File: src/rtl/pci_master_if.sv
// pci_master_if: local request/word-stream signals plus PCI initiator pins (FRAME#, IRDY#, C/BE#, AD, DEVSEL#, TRDY#); master = initiator view, slave = local logic/target view
interface pci_master_if;
  logic        Req;
  logic [3:0]  ReqCmd;
  logic [31:0] ReqAddr;
  logic [3:0]  ReqLen;
  logic [31:0] WrData;
  logic [3:0]  WrBE;
  logic        WrPop;
  logic [31:0] RdData;
  logic        RdValid;
  logic        Busy;
  logic        Done;
  logic        Abort;
  logic        Frame;
  logic        Irdy;
  logic [3:0]  CBE;
  logic        CBEOe;
  logic [31:0] ADOut;
  logic        ADOe;
  logic [31:0] ADIn;
  logic        Devsel;
  logic        Trdy;
  modport master (
    input  Req, ReqCmd, ReqAddr, ReqLen, WrData, WrBE, ADIn, Devsel, Trdy,
    output WrPop, RdData, RdValid, Busy, Done, Abort, Frame, Irdy, CBE, CBEOe, ADOut, ADOe
  );
  modport slave (
    output Req, ReqCmd, ReqAddr, ReqLen, WrData, WrBE, ADIn, Devsel, Trdy,
    input  WrPop, RdData, RdValid, Busy, Done, Abort, Frame, Irdy, CBE, CBEOe, ADOut, ADOe
  );
endinterface

File: src/rtl/pci_master.sv
// pci_master: PCI burst initiator (ports: Clock, RST async active-low, bus = pci_master_if.master carrying request, write/read word streams and PCI pins); PCI_MASTER_TIMEOUT_EN adds DEVSEL# master abort
module pci_master #(
  parameter int MAX_BURST      = 8,
  parameter int DEVSEL_TIMEOUT = 4
) (
  input logic          Clock,
  input logic          RST,
  pci_master_if.master bus
);
  typedef enum logic [1:0] {IDLE, ADDR, DATA, END} state_t;
  state_t      state_q, state_d;
  logic [3:0]  cmd_q, cmd_d;
  logic [31:0] addr_q, addr_d;
  logic [3:0]  rem_q, rem_d;
  logic [31:0] wd_q, wd_d;
  logic [3:0]  be_q, be_d;
  logic [31:0] rd_q, rd_d;
  logic        rv_q, rv_d;
  logic        ab_q, ab_d;
  logic        wr_pop;
  logic        cpl;
  logic        tmo;
  logic        wr;
  logic [3:0]  len;
  assign wr  = cmd_q[0];
  assign len = bus.ReqLen == 4'd0 ? 4'd1 : ({28'd0, bus.ReqLen} > MAX_BURST) ? 4'(MAX_BURST) : bus.ReqLen;
  assign cpl = !bus.Trdy && !bus.Devsel;
`ifdef PCI_MASTER_TIMEOUT_EN
  localparam int TW = $clog2(DEVSEL_TIMEOUT + 1);
  logic [TW-1:0] cnt_q, cnt_d;
  assign cnt_d = state_q == DATA ? cnt_q + TW'(bus.Devsel) : '0;
  assign tmo   = state_q == DATA && bus.Devsel && cnt_q == TW'(DEVSEL_TIMEOUT - 1);
  always_ff @(posedge Clock or negedge RST)
    if (!RST) cnt_q <= '0;
    else cnt_q <= cnt_d;
  assign bus.Abort = state_q == END && ab_q;
`else
  logic unused_cfg;
  assign unused_cfg = DEVSEL_TIMEOUT[0];
  assign tmo        = 1'b0;
  assign bus.Abort  = 1'b0;
`endif
  always_comb begin
    state_d = state_q;
    cmd_d   = cmd_q;
    addr_d  = addr_q;
    rem_d   = rem_q;
    wd_d    = wd_q;
    be_d    = be_q;
    rd_d    = rd_q;
    rv_d    = 1'b0;
    ab_d    = ab_q;
    wr_pop  = 1'b0;
    case (state_q)
      IDLE: if (bus.Req) begin
        state_d = ADDR;
        cmd_d   = bus.ReqCmd;
        addr_d  = bus.ReqAddr;
        rem_d   = len;
        ab_d    = 1'b0;
      end
      ADDR: begin
        state_d = DATA;
        wr_pop  = wr;
      end
      DATA: if (tmo) begin
        state_d = END;
        ab_d    = 1'b1;
      end else if (cpl) begin
        rem_d   = rem_q - 4'd1;
        rv_d    = !wr;
        rd_d    = wr ? rd_q : bus.ADIn;
        wr_pop  = wr && rem_q != 4'd1;
        state_d = rem_q == 4'd1 ? END : DATA;
      end
      default: state_d = IDLE;
    endcase
    if (wr_pop) begin
      wd_d = bus.WrData;
      be_d = bus.WrBE;
    end
  end
  always_ff @(posedge Clock or negedge RST)
    if (!RST) begin
      state_q <= IDLE;
      cmd_q   <= '0;
      addr_q  <= '0;
      rem_q   <= '0;
      wd_q    <= '0;
      be_q    <= '0;
      rd_q    <= '0;
      rv_q    <= 1'b0;
      ab_q    <= 1'b0;
    end else begin
      state_q <= state_d;
      cmd_q   <= cmd_d;
      addr_q  <= addr_d;
      rem_q   <= rem_d;
      wd_q    <= wd_d;
      be_q    <= be_d;
      rd_q    <= rd_d;
      rv_q    <= rv_d;
      ab_q    <= ab_d;
    end
  assign bus.WrPop   = wr_pop;
  assign bus.RdData  = rd_q;
  assign bus.RdValid = rv_q;
  assign bus.Busy    = state_q != IDLE;
  assign bus.Done    = state_q == END && !ab_q;
  assign bus.Frame   = !(state_q == ADDR || (state_q == DATA && rem_q != 4'd1));
  assign bus.Irdy    = state_q != DATA;
  assign bus.CBEOe   = state_q == ADDR || state_q == DATA;
  assign bus.CBE     = state_q == ADDR ? cmd_q : state_q == DATA ? (wr ? be_q : 4'b0000) : 4'hF;
  assign bus.ADOe    = state_q == ADDR || (state_q == DATA && wr);
  assign bus.ADOut   = state_q == ADDR ? addr_q : (state_q == DATA && wr) ? wd_q : 32'd0;
endmodule

File: src/flat_wrapper.sv
// flat-port wrapper written by rule: the top's interface ports become plain ports
module pci_master_flat 
#(
  parameter int MAX_BURST      = 8,
  parameter int DEVSEL_TIMEOUT = 4
)
  (Clock, RST, bus_Req, bus_ReqCmd, bus_ReqAddr, bus_ReqLen, bus_WrData, bus_WrBE, bus_ADIn, bus_Devsel, bus_Trdy, bus_WrPop, bus_RdData, bus_RdValid, bus_Busy, bus_Done, bus_Abort, bus_Frame, bus_Irdy, bus_CBE, bus_CBEOe, bus_ADOut, bus_ADOe);
  pci_master_if bus_i ();
  input logic Clock;
  input logic RST;
  input wire logic [$bits(bus_i.Req)-1:0] bus_Req;
  input wire logic [$bits(bus_i.ReqCmd)-1:0] bus_ReqCmd;
  input wire logic [$bits(bus_i.ReqAddr)-1:0] bus_ReqAddr;
  input wire logic [$bits(bus_i.ReqLen)-1:0] bus_ReqLen;
  input wire logic [$bits(bus_i.WrData)-1:0] bus_WrData;
  input wire logic [$bits(bus_i.WrBE)-1:0] bus_WrBE;
  input wire logic [$bits(bus_i.ADIn)-1:0] bus_ADIn;
  input wire logic [$bits(bus_i.Devsel)-1:0] bus_Devsel;
  input wire logic [$bits(bus_i.Trdy)-1:0] bus_Trdy;
  output wire logic [$bits(bus_i.WrPop)-1:0] bus_WrPop;
  output wire logic [$bits(bus_i.RdData)-1:0] bus_RdData;
  output wire logic [$bits(bus_i.RdValid)-1:0] bus_RdValid;
  output wire logic [$bits(bus_i.Busy)-1:0] bus_Busy;
  output wire logic [$bits(bus_i.Done)-1:0] bus_Done;
  output wire logic [$bits(bus_i.Abort)-1:0] bus_Abort;
  output wire logic [$bits(bus_i.Frame)-1:0] bus_Frame;
  output wire logic [$bits(bus_i.Irdy)-1:0] bus_Irdy;
  output wire logic [$bits(bus_i.CBE)-1:0] bus_CBE;
  output wire logic [$bits(bus_i.CBEOe)-1:0] bus_CBEOe;
  output wire logic [$bits(bus_i.ADOut)-1:0] bus_ADOut;
  output wire logic [$bits(bus_i.ADOe)-1:0] bus_ADOe;
  assign bus_i.Req = bus_Req;
  assign bus_i.ReqCmd = bus_ReqCmd;
  assign bus_i.ReqAddr = bus_ReqAddr;
  assign bus_i.ReqLen = bus_ReqLen;
  assign bus_i.WrData = bus_WrData;
  assign bus_i.WrBE = bus_WrBE;
  assign bus_i.ADIn = bus_ADIn;
  assign bus_i.Devsel = bus_Devsel;
  assign bus_i.Trdy = bus_Trdy;
  assign bus_WrPop = bus_i.WrPop;
  assign bus_RdData = bus_i.RdData;
  assign bus_RdValid = bus_i.RdValid;
  assign bus_Busy = bus_i.Busy;
  assign bus_Done = bus_i.Done;
  assign bus_Abort = bus_i.Abort;
  assign bus_Frame = bus_i.Frame;
  assign bus_Irdy = bus_i.Irdy;
  assign bus_CBE = bus_i.CBE;
  assign bus_CBEOe = bus_i.CBEOe;
  assign bus_ADOut = bus_i.ADOut;
  assign bus_ADOe = bus_i.ADOe;
  pci_master #(.MAX_BURST(MAX_BURST), .DEVSEL_TIMEOUT(DEVSEL_TIMEOUT)) u_core (.Clock(Clock), .RST(RST), .bus(bus_i));
endmodule
File: config.mk
export PLATFORM = sky130hd
export DESIGN_NAME = pci_master_flat
export DESIGN_NICKNAME = d
export VERILOG_FILES = /design/src/rtl/pci_master_if.sv /design/src/rtl/pci_master.sv /design/src/flat_wrapper.sv
export SDC_FILE = /design/constraint.sdc
export NUM_CORES = 1
export LEC_CHECK = 0
export ABC_AREA = 1
export CORE_UTILIZATION = 48
export CTS_CLUSTER_SIZE = 14
export DETAILED_ROUTE_END_ITERATION = 6
export PLACE_DENSITY = 0.86
export SLEW_MARGIN = 20
export SYNTH_ARGS = -nofsm -noshare
export SYNTH_HDL_FRONTEND = slang
export SYNTH_SLANG_ARGS = --single-unit
File: constraint.sdc
create_clock -name Clock -period 5.8 [get_ports Clock]
set_input_delay 1.16 -clock Clock [delete_from_list [all_inputs] [get_ports Clock]]
set_output_delay 1.16 -clock Clock [all_outputs]
set_load 0.02 [all_outputs]
== Word level (Yosys, flattened, before mapping) ==
Cells that the tools add are included.

* Bits in registers: 111
* Bits in latches: 0
* RAM bits: 0
* ROM bits: 0
* Input port bits: 113
* Output and inout port bits: 77
* Word-level logic and storage cells: 56
* Memories: 0

* Add/subtract/negate cells: 1
* Multiply operators: 0
* Div/mod/pow operators: 0
* Magnitude comparators: 1
* Eq/ne operators: 8
* Shift-type cells: 0
* Multiplexer cells: 18
* Bitwise gates (word level): 1
* Reduce and logical (&&, ||, !) cells: 19

{| class="wikitable"
|+ Operators with widths
! kind !! number
|-
| 32-bit two-way mux || 2
|-
| 4-bit two-way mux || 7
|-
| 4-bit case mux with 2 select lines || 1
|-
| 2-bit case mux with 3 select lines || 1
|-
| 3-bit AND reduction || 2
|-
| 2-bit equality test, second input constant || 2
|-
| 4-bit by 1-bit equality test with 1-bit output, second input constant || 1
|-
| 4-bit greater-than comparator, second input constant || 1
|-
| 1-bit logical AND || 4
|-
| 1-bit zero test || 4
|-
| 4-bit zero test || 1
|-
| 1-bit two-way mux || 4
|-
| 2-bit two-way mux || 2
|-
| 2-bit inequality test, second input constant || 2
|-
| 4-bit by 1-bit inequality test with 1-bit output, second input constant || 1
|-
| 2-bit AND reduction || 2
|-
| 2-bit nonzero test || 2
|-
| 4-bit by 1-bit subtractor with 4-bit output, second input constant || 1
|-
| 1-bit logical OR || 3
|-
| 2-bit by 1-bit equality test with 1-bit output, second input constant || 1
|-
| 2-bit zero test || 1
|-
| 2-bit by 1-bit inequality test with 1-bit output, second input constant || 1
|-
| 1-bit case mux with 2 select lines || 1
|-
| 1-bit NOT || 1
|}

== Depth between registers and ports, before layout ==
Gate-level depths: netlist (run 1).

* Word-level depth: 5
* Gate-level depth with buffers: 10
* Gate-level depth less buffers: 9

== Least setup slack after synthesis (run 1) ==
No wires, ideal clock.

* Path type: in2out
* From: input port bus_Trdy
* To: output port bus_WrPop
* Data arrival time: 1970 ps
* Data required time: 4640 ps
* Slack: 2670 ps
* Stages on the path: 8
* Path buffers: 1
* Path through: inv_1 nand2_1 nor2_1 nand2_1 nand2_2 nand2_2 buf_2 inv_1

* Cells in the longest elaborated chain, start to end: 4

{| class="wikitable"
|+ Ends and longest elaborated chain
! item !! RTL line !! text
|-
| start: declaration || flat_wrapper.sv:19 || <nowiki>input wire logic [$bits(bus_i.Trdy)-1:0] bus_Trdy;</nowiki>
|-
| 1-bit zero test || pci_master.sv:27 || <nowiki>assign cpl = !bus.Trdy && !bus.Devsel;</nowiki>
|-
| 1-bit logical AND || pci_master.sv:27 ||
|-
| 1-bit two-way mux || pci_master.sv:69 || <nowiki>end else if (cpl) begin</nowiki>
|-
| 1-bit case mux with 2 select lines || pci_master.sv:54 || <nowiki>case (state_q)</nowiki>
|-
| end: declaration || flat_wrapper.sv:20 || <nowiki>output wire logic [$bits(bus_i.WrPop)-1:0] bus_WrPop;</nowiki>
|}

Every way passes these cells.

== Worst setup path after layout (run 1) ==
Ends and elaborated chain as after synthesis.

==> results.py, run 1 <==
metrics = {
    "clocking": {
        "cts_buffers": 9,
        "h-tree-depth": 3,
        "clock_sinks": 111,
        "path_clk_slew_ns": 0.10,
        "postCtsHoldBufs": 0,
        "cts_root_buf": "clkbuf_8",
        "cts_resized": 0,
        "cts_buffer_depth": 2,
        "cts_setup_buffers": 0,
        "tritoncts": "yes",
        "clock_latency_ns": 0.36,
    },
    "finish": {
        "drive_gt1_share_pct": 8.80,
        "final_cells": 872,
        "nets": 854,
        "syn_to_final_growth_pct": 42.6,
        "n_antenna_cell": 0,
    },
    "sta": {
        "tightest_slew_ns": 0.972,
        "setup_viol_count_final": 0,
        "finalCriticalPeriod_ns": 4.74,
        "final_max_slew_viol_count": 0,
        "fin_ws_ns": 1.06,
        "fmaxAchievable_mhz": 211,
        "rsz0062_at_grt": "no",
        "finalClockSkew_ns": 0.0176,
        "slew-limit-headroom_pct": 34.8,
        "min_period_over_period_pct": 81.7,
        "whs_ns": 0.483,
        "hold_viol": 0,
        "final.setup.tns_ns": 0,
    },
    "setup_path": {
        "crit_buf_inv": 5,
        "crit_slowest_cell": "clkdlybuf4s50_1",
        "path_cells": "clkdlybuf4s50_1 > inv_1 > nand2_1 > nor2_1 > nand2_1 > nand2_2 > buf_4 > nand2_2 > inv_1 > clkdlybuf4s50_1",
        "worstSetupStartpointType": "input pin",
        "crit_fanout": 37,
        "slowest_delay_ns": 0.62,
        "crit_type": "in -> out",
        "cp.arrival_ns": 3.58,
        "cp.required_ns": 4.64,
        "crit_family": "buffers and inverters",
        "end_kind": "output port",
    },
    "floorplanning": {
        "io_pins": 190,
        "die_area_um2": 10800,
        "fp.dieW_um": 104,
        "fp.dieH_um": 104,
        "initial_core_util_pct": 50.1,
        "core_area_um2": 9910,
        "num_rows": 36,
    },
    "synth": {
        "syn_avg_cell_area_um2": 8.87,
        "synthDistinctLibCells": 24,
        "yosys_register_bits": 111,
        "yosys.area.top_type_share_pct": 55.9,
        "synth_area_leaders": "dfrtp_1 (56%), nand2_1 (19%), mux2_2 (8.2%)",
        "syn_area_um2": 4970,
        "netlist.top_cell.by_area": "dfrtp_1",
        "syn_nets": 680,
        "synth-seq-area-share_pct": 55.9,
        "ys_warn_count": 0,
        "syn-instance-count": 560,
    },
    "routing": {
        "vias_per_cell": 5.12,
        "routedWlPerCell_um": 14.9,
        "via_count": 4463,
        "drtPass1Iterations": 4,
        "ant_nets": 0,
        "drc_errors": 0,
        "drt_iter0_drc": 367,
        "finalWirelength_um": 13000,
    },
    "status": {
        "outcome": "finished, final reports clean",
    },
    "placement": {
        "pre_cts_slack_ns": 1.08,
        "dp_hpwl_um": 9250,
        "routabilityCongestion": 0.838,
        "dpl.cell_count": 856,
        "io_buffers": 188,
    },
    "power": {
        "ir_drop_mv": 0.282,
        "p_total_mw": 3.57,
        "leakage_nw": 3.32,
        "power_density_nw_per_um2": 503,
    },
    "hold_path": {
        "worstHoldPathType": "reg -> reg",
    },
    "grt": {
        "grt_pass1_vias": 4565,
        "overflow": 0,
        "antenna_found_initial": 0,
        "grt_pass1_wl_um": 21700,
        "grt_max_degree": 58,
        "grt_usage_pct": 24.9,
    },
    "job": {
        "cap_violations": 0,
    },
}
==> area by class of cell <==
| type | instances | area (µm²) |
|---|---|---|
| fillers | 742 | 2830 |
| flip-flops and latches | 111 | 2780 |
| multi-input cells | 404 | 1980 |
| repair buffers | 194 | 1920 |
| well taps | 133 | 166 |
| clock buffers | 10 | 138 |
| inverters | 14 | 57.6 |
| clock inverters | 6 | 42.5 |
==> worst register-to-register path, cell delays in order (launching register included) <==
cell     delay [ns]
dfrtp_1        0.44
inv_1          0.12
ha_1           0.61
nand2_1        0.14
nand2_2        0.09
buf_4          0.35
nand2_2        0.50
nand2_1        0.21
nand2_1        0.07
==> logic make-up (layout without fill, tap and decap cells) <==
family                   count (synthesis)  in the layout  synth area share [%]
AND/OR/NAND/NOR                        313            313                  25.0
multiplexers                            36             36                  8.16
buffers and inverters                   45            224                  4.28
adder cells (fa/ha/maj)                  7              7                  1.76
flip-flops                             111            111                  55.9
XOR/XNOR                                 1              1                 0.176
other                                    1              1                0.0755
AO/OA/AOI/OAI                           46             46                  4.68
==> per-layer routing <==
layer	share of wire, %	GRT usage [%]	routed length (µm)
met1	42	31.9	5490
met2	50	43.3	6480
met3	6.9	4.53	896
met4	1.3	7.04	166
met5	0	0	0
==> cell usage after synthesis <==
master and n:
or2_2 1, nand2_1 258, or2_1 2, buf_2 10, o21ai_0 42, a21oi_1 3
nand4_1 1, a21o_1 1, inv_1 11, clkinv_1 1, dfrtp_1 111, buf_6 3
inv_2 1, nor2_1 9, nand2_2 2, buf_1 1, buf_4 1, mux2_2 36
conb_1 1, clkbuf_1 16, ha_1 7, clkinv_4 1, xnor2_1 1, nand3_1 40
==> final timing paths <==
kind                              startpoint                    end  slack (ns)  depth (start not counted)
max                                 bus_Trdy              bus_WrPop        1.06                         10
min                           u_core.be_q[0]         u_core.be_q[0]        0.48                          2
max reg2reg                u_core.state_q[1]        u_core.wd_q[22]        3.18                          8
min reg2reg                   u_core.be_q[0]         u_core.be_q[0]        0.48                          2
max in group asynchronous                RST        u_core.wd_q[15]        3.79                          2
min in group asynchronous                RST  u_core.bus.RdData[22]        0.82                          1
==> state kept, by name, indices dropped and copies added, names as in the netlist <==
| register | cells |
|---|---|
| u_core.addr_q | 32 |
| u_core.bus.RdData | 32 |
| u_core.wd_q | 32 |
| u_core.be_q | 4 |
| u_core.cmd_q | 4 |
| u_core.rem_q | 4 |
| u_core.state_q | 2 |
| u_core.bus.RdValid | 1 |
==> per-stage QoR <==
step                      area (µm²)  utilization, %
after floorplan                 4970               -
after global placement          6900            69.7
after detailed placement        6900            69.7
after CTS                       7080            71.5
after global routing            7080            71.5
final                           7080            71.5
==> power breakdown <==
group	total, mW	switching (mW)	internal [mW]
logic	1.79	0.984	0.810
registers	1.34	0.205	1.13
clock network	0.433	0.263	0.170
total	3.57	1.45	2.11
==> cell usage in the layout, fill, tap and decap left out, drive strengths merged, types with 2 or more instances in the layout <==
cell type / count
clkbuf: 10
clkdlybuf4s50: 187
a21oi: 3
or2: 3
o21ai: 42
inv: 14
ha: 7
dfrtp: 111
mux2: 36
nor2: 9
clkinvlp: 2
buf: 7
nand3: 40
nand2: 260
clkinv: 4
Note: power is estimated with default switching activity, not from simulation.
==> inputs of run 2 (changes only) <==
Settings changed: CORE_UTILIZATION 48 to 40, PLACE_DENSITY 0.86 to 0.77.
Clock period 5.8 ns to 4.1 ns, I/O delays scaled along.
==> results.py, run 2 (same netlist as run 1, synthesis figures left out) <==
metrics = {
    "power": {
        "swShare_pct": 38.7,
        "p_total_mw": 5.31,
        "seqPwrFrac_pct": 35.5,
        "pwr-share-comb_pct": 48.1,
        "internal_power_mw": 3.25,
        "power_density_nw_per_um2": 729,
        "ir_drop_mv": 0.293,
        "pwr-share-clk_pct": 16.5,
        "leakage_nw": 3.40,
        "power.net_switching_mw": 2.06,
    },
    "floorplanning": {
        "io_pins": 190,
        "core_area_um2": 12100,
        "die_area_um2": 12900,
        "initial_core_util_pct": 41.2,
        "fp.dieH_um": 113,
        "fp.dieW_um": 113,
        "num_rows": 40,
    },
    "setup_path": {
        "r2r-start": "u_core.state_q[0]",
        "crit_fanout": 34,
        "cp.arrival_ns": 2.65,
        "rr_endpoint": "u_core.bus.RdData[3]",
        "path_cells": "inv_1 > ha_1 > buf_4 > clkinv_1 > buf_4 > nand2_1 > o21ai_0 > clkdlybuf4s50_1",
        "crit_slowest_cell": "clkdlybuf4s50_1",
        "worstSetupStartpointType": "flip-flop",
        "crit_buf_inv": 5,
        "cp.required_ns": 3.28,
        "slowest_delay_ns": 0.66,
        "r2r_cells": 8,
        "crit_type": "reg -> out",
        "worst-r2r-setup-slack_ns": 2.04,
        "cp_common_cell": "buf_4",
        "end_kind": "output port",
        "crit_family": "buffers and inverters",
    },
    "sta": {
        "final_max_slew_viol_count": 0,
        "slew-limit-headroom_pct": 38.9,
        "hold_viol": 0,
        "setup_viol_count_final": 0,
        "rsz0062_at_grt": "no",
        "min_period_over_period_pct": 84.6,
        "fmaxAchievable_mhz": 288,
        "tightest_slew_ns": 0.913,
        "finalCriticalPeriod_ns": 3.47,
        "final.setup.tns_ns": 0,
        "finalClockSkew_ns": 0.00924,
    },
    "job": {
        "cap_violations": 0,
    },
    "grt": {
        "grt_usage_pct": 20.9,
        "grt_pass1_wl_um": 21200,
        "grt_max_degree": 61,
        "grt_pass1_vias": 4401,
        "overflow": 0,
        "antenna_found_initial": 0,
    },
    "clocking": {
        "clock_sinks": 111,
        "cts_buffer_depth": 2,
        "h-tree-depth": 3,
        "cts_setup_buffers": 0,
        "cts_root_buf": "clkbuf_16",
        "tritoncts": "yes",
        "cts_buffers": 9,
        "clock_latency_ns": 0.34,
        "path_clk_slew_ns": 0.07,
        "cts_resized": 0,
        "postCtsHoldBufs": 0,
    },
    "finish": {
        "drive_gt1_share_pct": 9.15,
        "multiInputGateArea_um2": 1980,
        "syn_to_final_growth_pct": 46.5,
        "final_cell_mix": "nand2_1 (257), clkdlybuf4s50_1 (187), dfrtp_1 (111), o21ai_0 (42), nand3_1 (40)",
        "seq_area_um2": 2780,
        "n_antenna_cell": 0,
        "num-fill-cells": 1011,
        "nets": 858,
        "final_common_cell": "nand2_1",
    },
    "hold_path": {
        "min_to": "u_core.wd_q[2]",
        "hp-start": "u_core.wd_q[2]",
        "worstHoldPathType": "reg -> reg",
        "min_path_cells": 2,
    },
    "routing": {
        "vias_per_cell": 4.84,
        "via_count": 4409,
        "ant_nets": 0,
        "finalWirelength_um": 13000,
        "routedWlPerCell_um": 14.2,
        "drc_errors": 0,
        "drt_iter0_drc": 250,
        "drtPass1Iterations": 4,
    },
    "placement": {
        "routabilityCongestion": 0.810,
        "io_buffers": 188,
        "dp_hpwl_um": 9200,
    },
    "status": {
        "outcome": "finished, final reports clean",
    },
}
## run 2: changes by cell type in the layout (fill, tap and decap cells not counted), sizes merged
cell	before	now
inv	14	12
clkinvlp	2	0
buf	7	11
clkinv	4	6
bufinv	0	1
clkbuf	10	11
## run 2: layout make-up
class / count / area share [%]
inverter: 14 / 0.791
clock inverter: 5 / 0.791
tap: 168 / 2.89
timing repair buffer: 198 / 26.8
sequential: 111 / 38.2
clock buffer: 11 / 3.33
multi-input combinational: 404 / 27.2
## run 2: through the flow
| stage | utilization (%) | setup WS, ns | instance area [µm²] | hold slack, ns | instances |
|---|---|---|---|---|---|
| floorplan | - | 1.65 | 4970 | 0.437 | 560 |
| global placement | 57.9 | 0.952 | 6980 | 0.454 | 895 |
| detailed placement | 57.9 | 0.960 | 6980 | 0.459 | 895 |
| CTS | 60.4 | 0.619 | 7280 | 0.477 | 911 |
| global route | 60.4 | 0.431 | 7280 | 0.495 | 911 |
| finish | 60.4 | 0.630 | 7280 | 0.474 | 911 |
## run 2: tightest hold or removal path, cell delays in order, from the launching register on
cell	delay (ns)
dfrtp_1	0.34
nand2_1	0.05
nand2_1	0.05
## run 2: worst max path at each step
stage	slack (ns)	to	start	cells after the start
floorplan	1.65	bus_WrPop	u_core.state_q[0]	9
global placement	0.95	bus_WrPop	bus_Trdy	9
detailed placement	0.96	bus_WrPop	bus_Devsel	9
CTS	0.62	bus_CBE[1]	u_core.state_q[1]	8
global route	0.43	bus_ADOut[17]	u_core.state_q[1]	8
finish	0.63	bus_CBE[1]	u_core.state_q[1]	8
## run 2: layer usage
layer	up-vias	wire [µm]	global-route usage [%]
met5	-	0	0
met4	0	179	7.19
met3	15	780	3.77
met2	158	6440	35.3
met1	2102	5570	27.0
li1	2134	-	-
## run 2: power groups by stage
stage / Clock (mW) / Sequential, mW / Combinational, mW
floorplan: 0 / 2.02 / 1.32
global placement: 0 / 1.87 / 2.50
detailed placement: 0 / 1.89 / 2.57
CTS: 0.898 / 1.88 / 2.58
global route: 0.948 / 1.94 / 2.78
finish: 0.875 / 1.88 / 2.55
==> inputs of run 3 (changes only) <==
Clock period 4.1 ns to 3 ns, I/O delays scaled along.
==> results.py, run 3 (same netlist as run 1, synthesis figures left out) <==
metrics = {
    "grt": {
        "overflow": 0,
        "grt_pass1_vias": 4306,
        "grt_max_degree": 57,
        "grt_usage_pct": 21.1,
        "antenna_found_initial": 0,
        "grt_pass1_wl_um": 20900,
    },
    "status": {
        "outcome": "finished, final reports clean",
    },
    "clocking": {
        "clock_sinks": 111,
        "clock_latency_ns": 0.35,
        "tritoncts": "yes",
        "h-tree-depth": 3,
        "path_clk_slew_ns": 0.08,
        "cts_buffer_depth": 2,
        "cts_root_buf": "clkbuf_16",
        "cts_setup_buffers": 0,
        "cts_buffers": 9,
        "postCtsHoldBufs": 0,
    },
    "placement": {
        "io_buffers": 188,
        "placed_area_um2": 6990,
        "dp_hpwl_um": 9280,
        "dpl.cell_count": 895,
        "routabilityCongestion": 0.782,
    },
    "routing": {
        "finalWirelength_um": 13200,
        "via_count": 4399,
        "ant_nets": 0,
        "drtPass1Iterations": 6,
        "drc_errors": 0,
        "vias_per_cell": 4.83,
        "routedWlPerCell_um": 14.5,
        "drt_iter0_drc": 215,
    },
    "power": {
        "seqPwrFrac_pct": 35.1,
        "ir_drop_mv": 0.480,
        "power.net_switching_mw": 2.83,
        "pwr-share-comb_pct": 46.2,
        "swShare_pct": 38.6,
        "leakage_nw": 3.62,
        "internal_power_mw": 4.50,
        "pwr-share-clk_pct": 18.7,
        "power_density_nw_per_um2": 1000,
    },
    "finish": {
        "final_common_cell": "nand2_1",
        "final_cells": 911,
        "syn_to_final_growth_pct": 47.5,
        "final_cell_mix": "nand2_1 (257), clkdlybuf4s50_1 (151), dfrtp_1 (111), o21ai_0 (42), nand3_1 (40)",
        "n_antenna_cell": 0,
        "fin_area_um2": 7330,
        "drive_gt1_share_pct": 9.42,
        "nets": 858,
    },
    "setup_path": {
        "cp.arrival_ns": 2.25,
        "crit_type": "reg -> out",
        "r2r-start": "u_core.state_q[0]",
        "rr_endpoint": "u_core.bus.RdData[16]",
        "r2r_cells": 8,
        "worst-r2r-setup-slack_ns": 0.94,
        "crit_fanout": 39,
        "end_kind": "output port",
        "worstSetupStartpointType": "flip-flop",
        "cp.required_ns": 2.40,
    },
    "floorplanning": {
        "fp.dieW_um": 113,
        "num_rows": 40,
        "die_area_um2": 12900,
        "initial_core_util_pct": 41.2,
        "fp.dieH_um": 113,
        "io_pins": 190,
        "core_area_um2": 12100,
    },
    "sta": {
        "final_max_slew_viol_count": 0,
        "finalCriticalPeriod_ns": 2.85,
        "rsz0062_at_grt": "no",
        "setup_viol_count_final": 0,
        "fmaxAchievable_mhz": 351,
        "slew-limit-headroom_pct": 51.7,
        "whs_ns": 0.298,
        "min_period_over_period_pct": 95.0,
        "finalClockSkew_ns": 0.00965,
        "tightest_slew_ns": 0.725,
        "hold_viol": 0,
        "final.setup.tns_ns": 0,
    },
    "hold_path": {
        "worstHoldPathType": "in -> async",
    },
    "job": {
        "cap_violations": 0,
    },
}
==> run 3: layout make-up <==
type | instances | area [µm²]
fill | 1031 | 4730
sequential | 111 | 2780
multi-input combinational | 404 | 1980
timing repair buffer | 198 | 1950
clock buffer | 10 | 239
tap | 168 | 210
clock inverter | 6 | 108
inverter | 14 | 57.6
==> run 3: stage by stage <==
step	power [mW]	worst slack, ns	utilization [%]
2_1_floorplan	4.56	0.769	-
3_3_place_gp	5.98	0.303	58.0
3_5_place_dp	6.11	0.294	58.0
4_1_cts	7.40	0.00306	60.6
5_1_grt	7.80	0.0365	60.8
6_report	7.33	0.150	60.8
==> run 3: worst max-delay path, stage by stage, from the launching register on <==
cell and delay, ns:
dfrtp_1 0.42, inv_1 0.12, ha_1 0.23, buf_12 0.24, nand2_1 0.09, nand2_2 0.08
nand2_2 0.05, inv_1 0.05, clkdlybuf4s50_1 0.60
==> run 3: worst max-delay path by stage <==
| stage | slack [ns] | cells after the start | from | endpoint |
|---|---|---|---|---|
| 2_1_floorplan | 0.77 | 9 | u_core.state_q[0] | bus_WrPop |
| 5_1_grt | 0.04 | 9 | u_core.state_q[0] | bus_WrPop |
| 3_3_place_gp | 0.30 | 9 | bus_Trdy | bus_WrPop |
| 3_5_place_dp | 0.29 | 9 | bus_Trdy | bus_WrPop |
| 4_1_cts | 0.003 | 6 | u_core.state_q[0] | bus_ADOut[17] |
| 6_report | 0.15 | 8 | u_core.state_q[1] | bus_WrPop |
==> run 3: power groups by stage <==
stage | clock [mW] | combinational (mW) | sequential (mW)
after floorplan | 0 | 1.80 | 2.76
after global placement | 0 | 3.43 | 2.55
after detailed placement | 0 | 3.52 | 2.59
after CTS | 1.41 | 3.42 | 2.57
after global routing | 1.46 | 3.69 | 2.65
final | 1.37 | 3.39 | 2.58
==> run 3: per-layer routing <==
metal / track usage, % / share of wire, % / vias up
met3: 5.53 / 5.9 / 20
met1: 25.5 / 44 / 2082
li1: - / - / 2132
met5: 0 / 0 / -
met4: 7.37 / 1.9 / 0
met2: 36.4 / 48 / 165
==> run 3: what timing repair did <==
| action | in CTS | in global routing |
|---|---|---|
| cloned | 0 | 0 |
| resized for setup | 32 | 9 |
| endpoints found under the setup margin | 33 | 6 |
